===== config.mk =====
export PLATFORM = sky130hd
export DESIGN_NAME = hscl_phase_gen_flat
export DESIGN_NICKNAME = d
export VERILOG_FILES = /design/src/rtl/hscl_phase_gen_if.sv /design/src/rtl/hscl_phase_gen.sv /design/src/flat_wrapper.sv
export SDC_FILE = /design/constraint.sdc
export NUM_CORES = 1
export LEC_CHECK = 0
export ABC_AREA = 1
export CORE_MARGIN = 2
export CORE_UTILIZATION = 38
export DETAILED_ROUTE_END_ITERATION = 6
export DONT_BUFFER_PORTS = 1
export GPL_TIMING_DRIVEN = 0
export MAX_ROUTING_LAYER = met4
export PLACE_DENSITY = 0.55
export SYNTH_ARGS = -nofsm -noshare
export SYNTH_HDL_FRONTEND = slang
export SYNTH_SLANG_ARGS = --single-unit
export TNS_END_PERCENT = 10

===== constraint.sdc =====
create_clock -name clk_scl -period 4.15 [get_ports clk_scl]
set_clock_uncertainty 0.05 [all_clocks]
set_input_delay 0.415 -clock clk_scl [delete_from_list [all_inputs] [get_ports clk_scl]]
set_output_delay 0.415 -clock clk_scl [all_outputs]
set_load 0.05 [all_outputs]

===== src/rtl/hscl_phase_gen_if.sv =====
// hscl_phase_gen_if
//   This interface groups the line-control, configuration and output handshake signals of the
//   horizontal scaler phase generator.
//
//   The master modport is the phase generator itself.
//   The slave modport is the line controller or the downstream scaler.
//
//   Signals:
//     line_start     One-cycle pulse. Latches the config and starts (or restarts) a line.
//     cfg_step       Unsigned 2.8 input step per output pixel. 0 is treated as 0x100.
//     cfg_init       Initial fractional phase.
//     cfg_in_width   Input pixels per line (4..4095).
//     cfg_out_width  Output pixels per line (1..4095).
//     out_rdy        Downstream accepts the current output.
//     out_vld        Output valid.
//     out_idx        Source pixel index (centre tap).
//     out_ph         Filter phase.
//     en_ff0..3      Edge-replication flags.
//     out_last       Last pixel of the line. Qualified by out_vld.
//     line_done      One-cycle pulse after the last handshake of a line.
//     busy           High while a line is in progress.
interface hscl_phase_gen_if #(
    parameter int unsigned IDX_W  = 12,
    parameter int unsigned FRAC_W = 8
);
    logic              line_start;
    logic [9:0]        cfg_step;
    logic [FRAC_W-1:0] cfg_init;
    logic [IDX_W-1:0]  cfg_in_width;
    logic [IDX_W-1:0]  cfg_out_width;
    logic              out_rdy;
    logic              out_vld;
    logic [IDX_W-1:0]  out_idx;
    logic [1:0]        out_ph;
    logic              en_ff0;
    logic              en_ff1;
    logic              en_ff2;
    logic              en_ff3;
    logic              out_last;
    logic              line_done;
    logic              busy;

    modport master (
        input  line_start, cfg_step, cfg_init, cfg_in_width, cfg_out_width, out_rdy,
        output out_vld, out_idx, out_ph, en_ff0, en_ff1, en_ff2, en_ff3, out_last,
               line_done, busy
    );

    modport slave (
        output line_start, cfg_step, cfg_init, cfg_in_width, cfg_out_width, out_rdy,
        input  out_vld, out_idx, out_ph, en_ff0, en_ff1, en_ff2, en_ff3, out_last,
               line_done, busy
    );
endinterface


===== src/rtl/hscl_phase_gen.sv =====
// hscl_phase_gen
//   This is the horizontal scaler phase generator. A DDA accumulator walks one line per
//   line_start. For each output pixel it emits the following values:
//     - the clamped source index
//     - the 2-bit filter phase
//     - the four edge-replication flags used by the 4-tap scaler
//   The output is a registered valid/ready stage.
//
//   Ports:
//     clk_scl    Clock.
//     rst_n_scl  Asynchronous, active-low reset.
//     bus        hscl_phase_gen_if.master. It carries the config, line control and the output
//                handshake.
//
//   Build option:
//     HSCL_PHASE_ROUND_EN  When defined, the loaded index and phase come from acc + half a phase
//                          step (rounding) instead of the truncated acc.
module hscl_phase_gen #(
    parameter int unsigned IDX_W  = 12,
    parameter int unsigned FRAC_W = 8
) (
    input  logic              clk_scl,
    input  logic              rst_n_scl,
    hscl_phase_gen_if.master  bus
);

    localparam int unsigned INT_W  = 14;
    localparam int unsigned ACC_W  = INT_W + FRAC_W;
    localparam int unsigned STEP_W = 10;

    typedef enum logic [0:0] {StIdle, StRun} state_e;

    state_e             state_q, state_d;
    logic [ACC_W-1:0]   acc_q, acc_d;
    logic [IDX_W-1:0]   cnt_q, cnt_d;
    logic [STEP_W-1:0]  step_q, step_d;
    logic [IDX_W-1:0]   in_w_q, in_w_d;
    logic [IDX_W-1:0]   out_w_q, out_w_d;

    logic               vld_q, vld_d;
    logic [IDX_W-1:0]   idx_q, idx_d;
    logic [1:0]         ph_q, ph_d;
    logic [3:0]         flags_q, flags_d;   // {en_ff3, en_ff2, en_ff1, en_ff0}
    logic               last_q, last_d;
    logic               done_q, done_d;

    logic               hs;
    logic               load;
    logic [ACC_W-1:0]   pos;
    logic [INT_W-1:0]   pos_int;
    logic [IDX_W-1:0]   last_idx;
    logic [IDX_W-1:0]   ld_idx;
    logic [3:0]         ld_flags;

    // Sampling position for the pixel being loaded. The accumulator itself never sees the
    // rounding offset.
`ifdef HSCL_PHASE_ROUND_EN
    localparam logic [ACC_W-1:0] RND = ACC_W'(2 ** (FRAC_W - 3));
    assign pos = acc_q + RND;
`else
    assign pos = acc_q;
`endif

    assign pos_int  = pos[ACC_W-1:FRAC_W];
    assign last_idx = in_w_q - IDX_W'(1);

    // Upscale can run the integer part past the last input pixel. Hold it at the edge.
    assign ld_idx = (pos_int > INT_W'(last_idx)) ? last_idx : pos_int[IDX_W-1:0];

    always_comb begin
        ld_flags = 4'b0000;
        if (ld_idx == '0) begin
            ld_flags = 4'b0010;
        end else if (ld_idx == in_w_q - IDX_W'(2)) begin
            ld_flags = 4'b1101;
        end else if (ld_idx == last_idx) begin
            ld_flags = 4'b0111;
        end
    end

    assign hs   = vld_q && bus.out_rdy;
    assign load = (state_q == StRun) && (!vld_q || bus.out_rdy) && (cnt_q < out_w_q);

    always_comb begin
        state_d = state_q;
        acc_d   = acc_q;
        cnt_d   = cnt_q;
        step_d  = step_q;
        in_w_d  = in_w_q;
        out_w_d = out_w_q;
        vld_d   = vld_q;
        idx_d   = idx_q;
        ph_d    = ph_q;
        flags_d = flags_q;
        last_d  = last_q;
        done_d  = 1'b0;

        if (bus.line_start) begin
            // Restart wins over everything. This includes a coincident last handshake, so no
            // line_done is produced for the aborted line.
            state_d = StRun;
            step_d  = (bus.cfg_step == '0) ? STEP_W'(10'h100) : bus.cfg_step;
            in_w_d  = bus.cfg_in_width;
            out_w_d = bus.cfg_out_width;
            acc_d   = {{INT_W{1'b0}}, bus.cfg_init};
            cnt_d   = '0;
            vld_d   = 1'b0;
            last_d  = 1'b0;
        end else if (state_q == StRun) begin
            if (load) begin
                vld_d   = 1'b1;
                idx_d   = ld_idx;
                ph_d    = pos[FRAC_W-1:FRAC_W-2];
                flags_d = ld_flags;
                last_d  = (cnt_q == out_w_q - IDX_W'(1));
                acc_d   = acc_q + {{(ACC_W-STEP_W){1'b0}}, step_q};
                cnt_d   = cnt_q + IDX_W'(1);
            end else if (hs) begin
                vld_d = 1'b0;
            end
            if (hs && last_q) begin
                state_d = StIdle;
                done_d  = 1'b1;
            end
        end
    end

    always_ff @(posedge clk_scl or negedge rst_n_scl) begin
        if (!rst_n_scl) begin
            state_q <= StIdle;
            acc_q   <= '0;
            cnt_q   <= '0;
            step_q  <= '0;
            in_w_q  <= '0;
            out_w_q <= '0;
            vld_q   <= 1'b0;
            idx_q   <= '0;
            ph_q    <= '0;
            flags_q <= '0;
            last_q  <= 1'b0;
            done_q  <= 1'b0;
        end else begin
            state_q <= state_d;
            acc_q   <= acc_d;
            cnt_q   <= cnt_d;
            step_q  <= step_d;
            in_w_q  <= in_w_d;
            out_w_q <= out_w_d;
            vld_q   <= vld_d;
            idx_q   <= idx_d;
            ph_q    <= ph_d;
            flags_q <= flags_d;
            last_q  <= last_d;
            done_q  <= done_d;
        end
    end

    assign bus.out_vld   = vld_q;
    assign bus.out_idx   = idx_q;
    assign bus.out_ph    = ph_q;
    assign bus.en_ff0    = flags_q[0];
    assign bus.en_ff1    = flags_q[1];
    assign bus.en_ff2    = flags_q[2];
    assign bus.en_ff3    = flags_q[3];
    assign bus.out_last  = last_q;
    assign bus.line_done = done_q;
    assign bus.busy      = (state_q == StRun);

endmodule

===== src/flat_wrapper.sv =====
// flat-port wrapper written by rule: the top's interface ports become plain ports
module hscl_phase_gen_flat 
#(
    parameter int unsigned IDX_W  = 12,
    parameter int unsigned FRAC_W = 8
)
  (clk_scl, rst_n_scl, bus_line_start, bus_cfg_step, bus_cfg_init, bus_cfg_in_width, bus_cfg_out_width, bus_out_rdy, bus_out_vld, bus_out_idx, bus_out_ph, bus_en_ff0, bus_en_ff1, bus_en_ff2, bus_en_ff3, bus_out_last, bus_line_done, bus_busy);
  hscl_phase_gen_if #(.IDX_W(IDX_W), .FRAC_W(FRAC_W)) bus_i ();
  input  logic clk_scl;
  input  logic rst_n_scl;
  input wire logic [$bits(bus_i.line_start)-1:0] bus_line_start;
  input wire logic [$bits(bus_i.cfg_step)-1:0] bus_cfg_step;
  input wire logic [$bits(bus_i.cfg_init)-1:0] bus_cfg_init;
  input wire logic [$bits(bus_i.cfg_in_width)-1:0] bus_cfg_in_width;
  input wire logic [$bits(bus_i.cfg_out_width)-1:0] bus_cfg_out_width;
  input wire logic [$bits(bus_i.out_rdy)-1:0] bus_out_rdy;
  output wire logic [$bits(bus_i.out_vld)-1:0] bus_out_vld;
  output wire logic [$bits(bus_i.out_idx)-1:0] bus_out_idx;
  output wire logic [$bits(bus_i.out_ph)-1:0] bus_out_ph;
  output wire logic [$bits(bus_i.en_ff0)-1:0] bus_en_ff0;
  output wire logic [$bits(bus_i.en_ff1)-1:0] bus_en_ff1;
  output wire logic [$bits(bus_i.en_ff2)-1:0] bus_en_ff2;
  output wire logic [$bits(bus_i.en_ff3)-1:0] bus_en_ff3;
  output wire logic [$bits(bus_i.out_last)-1:0] bus_out_last;
  output wire logic [$bits(bus_i.line_done)-1:0] bus_line_done;
  output wire logic [$bits(bus_i.busy)-1:0] bus_busy;
  assign bus_i.line_start = bus_line_start;
  assign bus_i.cfg_step = bus_cfg_step;
  assign bus_i.cfg_init = bus_cfg_init;
  assign bus_i.cfg_in_width = bus_cfg_in_width;
  assign bus_i.cfg_out_width = bus_cfg_out_width;
  assign bus_i.out_rdy = bus_out_rdy;
  assign bus_out_vld = bus_i.out_vld;
  assign bus_out_idx = bus_i.out_idx;
  assign bus_out_ph = bus_i.out_ph;
  assign bus_en_ff0 = bus_i.en_ff0;
  assign bus_en_ff1 = bus_i.en_ff1;
  assign bus_en_ff2 = bus_i.en_ff2;
  assign bus_en_ff3 = bus_i.en_ff3;
  assign bus_out_last = bus_i.out_last;
  assign bus_line_done = bus_i.line_done;
  assign bus_busy = bus_i.busy;
  hscl_phase_gen #(.IDX_W(IDX_W), .FRAC_W(FRAC_W)) u_core (.clk_scl(clk_scl), .rst_n_scl(rst_n_scl), .bus(bus_i));
endmodule

# After elaboration in Yosys (flattened, before gate mapping)
# Cells that the tools add are included.
# W data, S select, Z words.
[totals] regBits=90 latch_bits=0 ram_bits=0 rom_bits=0 in_bits=46 out_inout_bits=22 elab_cells=61 mem_count=0
[op_classes] n_addsub=5 multipliers=0 div=0 magnitude_cmp=2 eq_ne=3 shift=0 n_mux=24 bitwise_logic=1 n_reduce_logical=14
[op_table] cell="$mux W22" n=3
[op_table] cell="$mux W12" n=4
[op_table] cell="$eq A12 B12 Y1" n=3
[op_table] cell="$sub A12 B1 Y12 const B" n=2
[op_table] cell="$add A22 B10 Y22" n=1
[op_table] cell="$gt A14 B12 Y1" n=1
[op_table] cell="$mux W1" n=13
[op_table] cell="$add A12 B1 Y12 const B" n=1
[op_table] cell="$logic_not A12 Y1" n=1
[op_table] cell="$lt A12 B12 Y1" n=1
[op_table] cell="$sub A12 B2 Y12 const B" n=1
[op_table] cell="$logic_not A10 Y1" n=1
[op_table] cell="$mux W10" n=1
[op_table] cell="$mux W4" n=2
[op_table] cell="$logic_and A1 B1 Y1" n=4
[op_table] cell="$reduce_and A2 Y1" n=2
[op_table] cell="$reduce_bool A2 Y1" n=2
[op_table] cell="$mux W3" n=1
[op_table] cell="$reduce_and A3 Y1" n=1
[op_table] cell="$reduce_bool A3 Y1" n=1
[op_table] cell="$logic_not A1 Y1" n=1
[op_table] cell="$logic_or A1 B1 Y1" n=1
[op_table] cell="$not A1 Y1" n=1

# Depth between registers and ports, before layout
[logic_depth] depth_word=7 depth_mapped=25 depth_no_buf=24

# Worst setup path after synthesis
# Ideal clock, no wire load.
[synth_path] kind="reg-to-reg" from="reg u_core.in_w_q[1]" to="reg u_core.flags_q[3]" setup_ns=0.118 arrival_time_ns=2.914 required_time_ns=3.982 slack_ns=1.069 path_stages_with_launch=25 n_path_buf=1 period_less_slack_ns=3.081 path_cell_list="dfrtp_1 -> inv_1 -> ha_1 -> inv_1 -> nor3_1 -> nand2_1 -> xor2_1 -> ha_1 -> nand2_1 -> inv_1 -> o21ai_0 -> o211ai_1 -> nand4_1 -> nand3_2 -> nand2_4 -> buf_8 -> nand2_1 -> nand2_1 -> nand2_1 -> nor2_1 -> nand3_2 -> nand2_2 -> inv_1 -> nand3_2 -> nand2_1"
[synth_between] elab_chain_cells=6 elab_cells_between_ends=8 cone_classes="2 x add/sub; 1 x order compare; 1 x eq/ne; 3 x mux; 1 x reduce/logical"
[synth_rtl] element="start, declared" line="hscl_phase_gen.sv:37" text="logic [IDX_W-1:0] in_w_q, in_w_d;"
[synth_rtl] element="start signal, assigned" line="hscl_phase_gen.sv:147" text="in_w_q <= in_w_d;"
[synth_rtl] element="$sub A12 B1 Y12" line="hscl_phase_gen.sv:65" text="assign last_idx = in_w_q - IDX_W'(1);"
[synth_rtl] element="$gt A14 B12 Y1" line="hscl_phase_gen.sv:68" text="assign ld_idx = (pos_int > INT_W'(last_idx)) ? last_idx : pos_int[IDX_W-1:0];"
[synth_rtl] element="$mux W12" line="hscl_phase_gen.sv:68"
[synth_rtl] element="$eq A12 B12 Y1" line="hscl_phase_gen.sv:74" text="end else if (ld_idx == in_w_q - IDX_W'(2)) begin"
[synth_rtl] element="$mux W4" line="hscl_phase_gen.sv:74"
[synth_rtl] element="$mux W4 (*)" line="hscl_phase_gen.sv:72" text="if (ld_idx == '0) begin"
[synth_rtl] element="end signal, assigned" line="hscl_phase_gen.sv:152" text="flags_q <= flags_d;"
[synth_rtl] element="end, declared" line="hscl_phase_gen.sv:43" text="logic [3:0] flags_q, flags_d;"
# Mark *: on every way between the ends. The rest lies on a longest branch, timed or not.
# A chain may end at the register's enable or synchronous reset.

# Final worst setup path
# Ends and elaborated chain as after synthesis.

==> summary.txt <==
Power
  – Pwr dens: 406 nW/um2
  – P_leak: 3.23 nW
  – Flop pwr share: 42.2%
  – Total power: 2.67 mW
  – Logic pwr share: 26.6%
  – Sw frac: 36.8%
  – Share of total power in the clock network: 31.3%
  – Worst VDD drop: 218 uV
  – Int Pwr: 1.68 mW
  – Psw: 0.982 mW

Clocking
  – Postcts setup bufs: 0
  – CTS tree: built
  – H-tree levels: 3
  – Total CTS buffers: 9
  – Clock Latency Late Sink: 0.35 ns
  – Clk buf depth: 2
  – Clock sinks: 89
  – Root Buffer: clkbuf_16
  – Clock transition at path regs: 0.07 ns

Hold path
  – Worst hold start: bus_cfg_step[6]
  – Hold Path Class: in2reg

Synthesis
  – Synth area leader: dfrtp_1
  – Area fraction of the dominant cell type after synthesis: 37.3%
  – Share of the yosys chip area belonging to registers: 37.3%
  – Yosys warnings: 0
  – Synth top area cells: dfrtp_1 37%, nand2_1 14%, ha_1 7.1%
  – Post-Syn Area per Cell: 7.53 um2
  – Cell variety after synth: 45
  – Async SR Flop Fraction: 100%
  – Synthesized instance count: 793
  – Most frequent cells after synthesis: 219 x nand2_1, 89 x dfrtp_1, 88 x inv_1, 63 x o21ai_0, 52 x nand3_1
  – Synthesized flop and latch total: 89
  – Post-synth EDFFs: 0
  – Most frequent cell after synthesis: nand2_1
  – Ys flop type: dfrtp_1
  – Cell Area, Synth: 5970 um2
  – Post-synthesis net count: 874

STA
  – Final Max Slew Viols: 0
  – RSZ-0062 raised after global routing: no
  – Setup-failing EPs final: 0
  – Final Critical Period: 3.66 ns
  – Final hold slack: 0.117 ns
  – Endpoints failing hold: 0
  – Worst Tran Pin Value: 0.706 ns
  – Fin crit share: 88.2%
  – Peak Freq: 273 MHz
  – TNS Setup: 0 ns
  – Worst slew margin: 53.0%

Setup path
  – Startpoint Class: register
  – Crit-path max FO: 10
  – CP max stage delay: 0.40 ns
  – Req. time, crit path: 4.34 ns
  – CP arrival: 3.85 ns
  – Worst r2r src: u_core.in_w_q[1]
  – Worst setup path startpoint: u_core.in_w_q[1]
  – Crit-path most repeated cell: nand2_1
  – Kind of critical path: reg2reg
  – Buffer and inverter count on the worst path: 5
  – Top delay family on crit path: simple AND/OR/NAND/NOR gates
  – CP max stage cell: dfrtp_1
  – Critical Path, Cell by Cell: inv_1 -> ha_1 -> inv_1 -> nor3_1 -> nand2_1 -> xor2_1 -> ha_1 -> nand2_1 -> inv_1 -> nand3_1 -> o211ai_1 -> nand4_1 -> nand3_2 -> nand2_4 -> buf_8 -> nand2_1 -> nand2_1 -> nand2_1 -> nor2_1 -> nand3_2 -> nand2_2 -> inv_1 -> nand3_2 -> nand2_1
  – Crit end category: register

Run status
  – Status: finished clean

Placed design
  – Gpl congestion: 0.940
  – Placed Area: 6230 um2
  – Post-DP HPWL: 12,100 um
  – IO Port Bufs: 0

Die
  – Width of the die: 129 um
  – Chip height: 129 um
  – Core footprint: 15,300 um2
  – Starting Density: 39.1%
  – IO Pins: 68
  – FP Rows: 45
  – Die Footprint: 16,700 um2

Routing
  – Initial DRC Count: 283
  – Final wirelength: 16,000 um
  – Via count: 5,182
  – Number of vias per cell: 5.07
  – DRC viols: 0
  – Drt wl/cell: 15.7 um
  – Drt first pass iters: 7
  – Remaining antenna violation count after routing: 0

Finish
  – Area growth from synthesis to layout: 10.0%
  – Ratio of cells with drive above 1 in the final layout: 8.01%
  – Multi-input gate area: 3270 um2
  – Register area: 2230 um2
  – Final core utilization: 43.0%
  – N_diodes: 0
  – Layout fillers: 1,579
  – Nets: 887
  – Post-route cell area: 6570 um2

Global route
  – Largest net degree at the start of global routing: 90
  – Initial antenna violation count: 0
  – Total gr overflow: 0
  – Global Route Usage Sum: 20.6%
  – Vias in the first global route: 5,127
  – First-pass GRT wire length: 25,800 um

Job
  – Max Cap Viol: 0
==> final timing paths <==
kind,to,slack [ns],cells after the start
min in group asynchronous,u_core.out_w_q[8],0.58,2
worst min-delay path,u_core.step_q[6],0.12,2
worst max register to register,u_core.flags_q[3],0.49,24
worst max-delay path,u_core.flags_q[3],0.49,24
max in group asynchronous,u_core.bus.out_idx[7],3.03,2
worst min register to register,u_core.step_q[6],0.44,2
==> layout make-up <==
cell class	instances	area share, %
Multi-Input combinational cell	589	49.8
Buffer	21	1.81
Sequential cell	89	33.9
Tap cell	211	4.02
Inverter	94	5.37
Clock inverter	7	1.07
Timing Repair Buffer	2	0.572
Clock buffer	9	3.43
==> cell usage in the layout, fill, tap and decap left out, types with 7 or more instances in the layout <==
cell type,instances
clkbuf_16,9
o21ai_0,63
nor2_1,46
nor3_1,17
xor2_1,35
xnor2_1,7
o211ai_1,8
ha_1,34
a21oi_1,31
clkbuf_1,12
nand3_1,52
dfrtp_1,89
inv_1,88
nand4_1,8
nand2_2,11
nand2_1,219
==> cell families after synthesis <==
family          Yosys count  synth area share, %
simple gates            386                 29.2
fa+ha+maj                35                 7.46
buf+inv                 115                 7.90
xor+xnor                 42                 6.16
flops                    89                 37.3
compound gates          126                 11.9
==> state kept, by name, indices dropped and copies added (netlist names) <==
| name | count |
|---|---|
| u_core.step_q | 10 |
| u_core.bus.out_last | 1 |
| u_core.bus.out_ph | 2 |
| u_core.acc_q | 22 |
| u_core.cnt_q | 12 |
| u_core.flags_q | 3 |
| u_core.bus.line_done | 1 |
| u_core.bus.out_idx | 12 |
| u_core.bus.busy | 1 |
| u_core.in_w_q | 12 |
| u_core.bus.out_vld | 1 |
| u_core.out_w_q | 12 |
==> metrics by stage <==
| stage | worst slack [ns] | cells |
|---|---|---|
| after floorplan | 1.07 | 793 |
| after global placement | 0.504 | 1004 |
| after detailed placement | 0.492 | 1004 |
| after CTS | 0.474 | 1022 |
| after global routing | 0.0234 | 1022 |
| final | 0.489 | 1022 |
==> what timing repair did <==
item                      CTS  global route
hold endpoints to repair   89             0
resized for setup           0             0
hold buffers                2             0
==> layer usage <==
metal	part of all wire (%)	routed length, um	global-route usage (%)
met3	4.3	696	3.43
met2	47	7550	33.0
met1	47	7510	26.8
met5	0	0	-
met4	1.6	263	6.33
==> power by group through the flow <==
stage               logic [mW]  registers (mW)  clock network (mW)
floorplan                0.539            1.12                   0
global placement         0.663            1.14                   0
detailed placement       0.683            1.14                   0
CTS                      0.714            1.12               0.857
global route             0.815            1.14               0.889
finish                   0.708            1.12               0.834
Note: power is estimated with default switching activity, not from simulation.
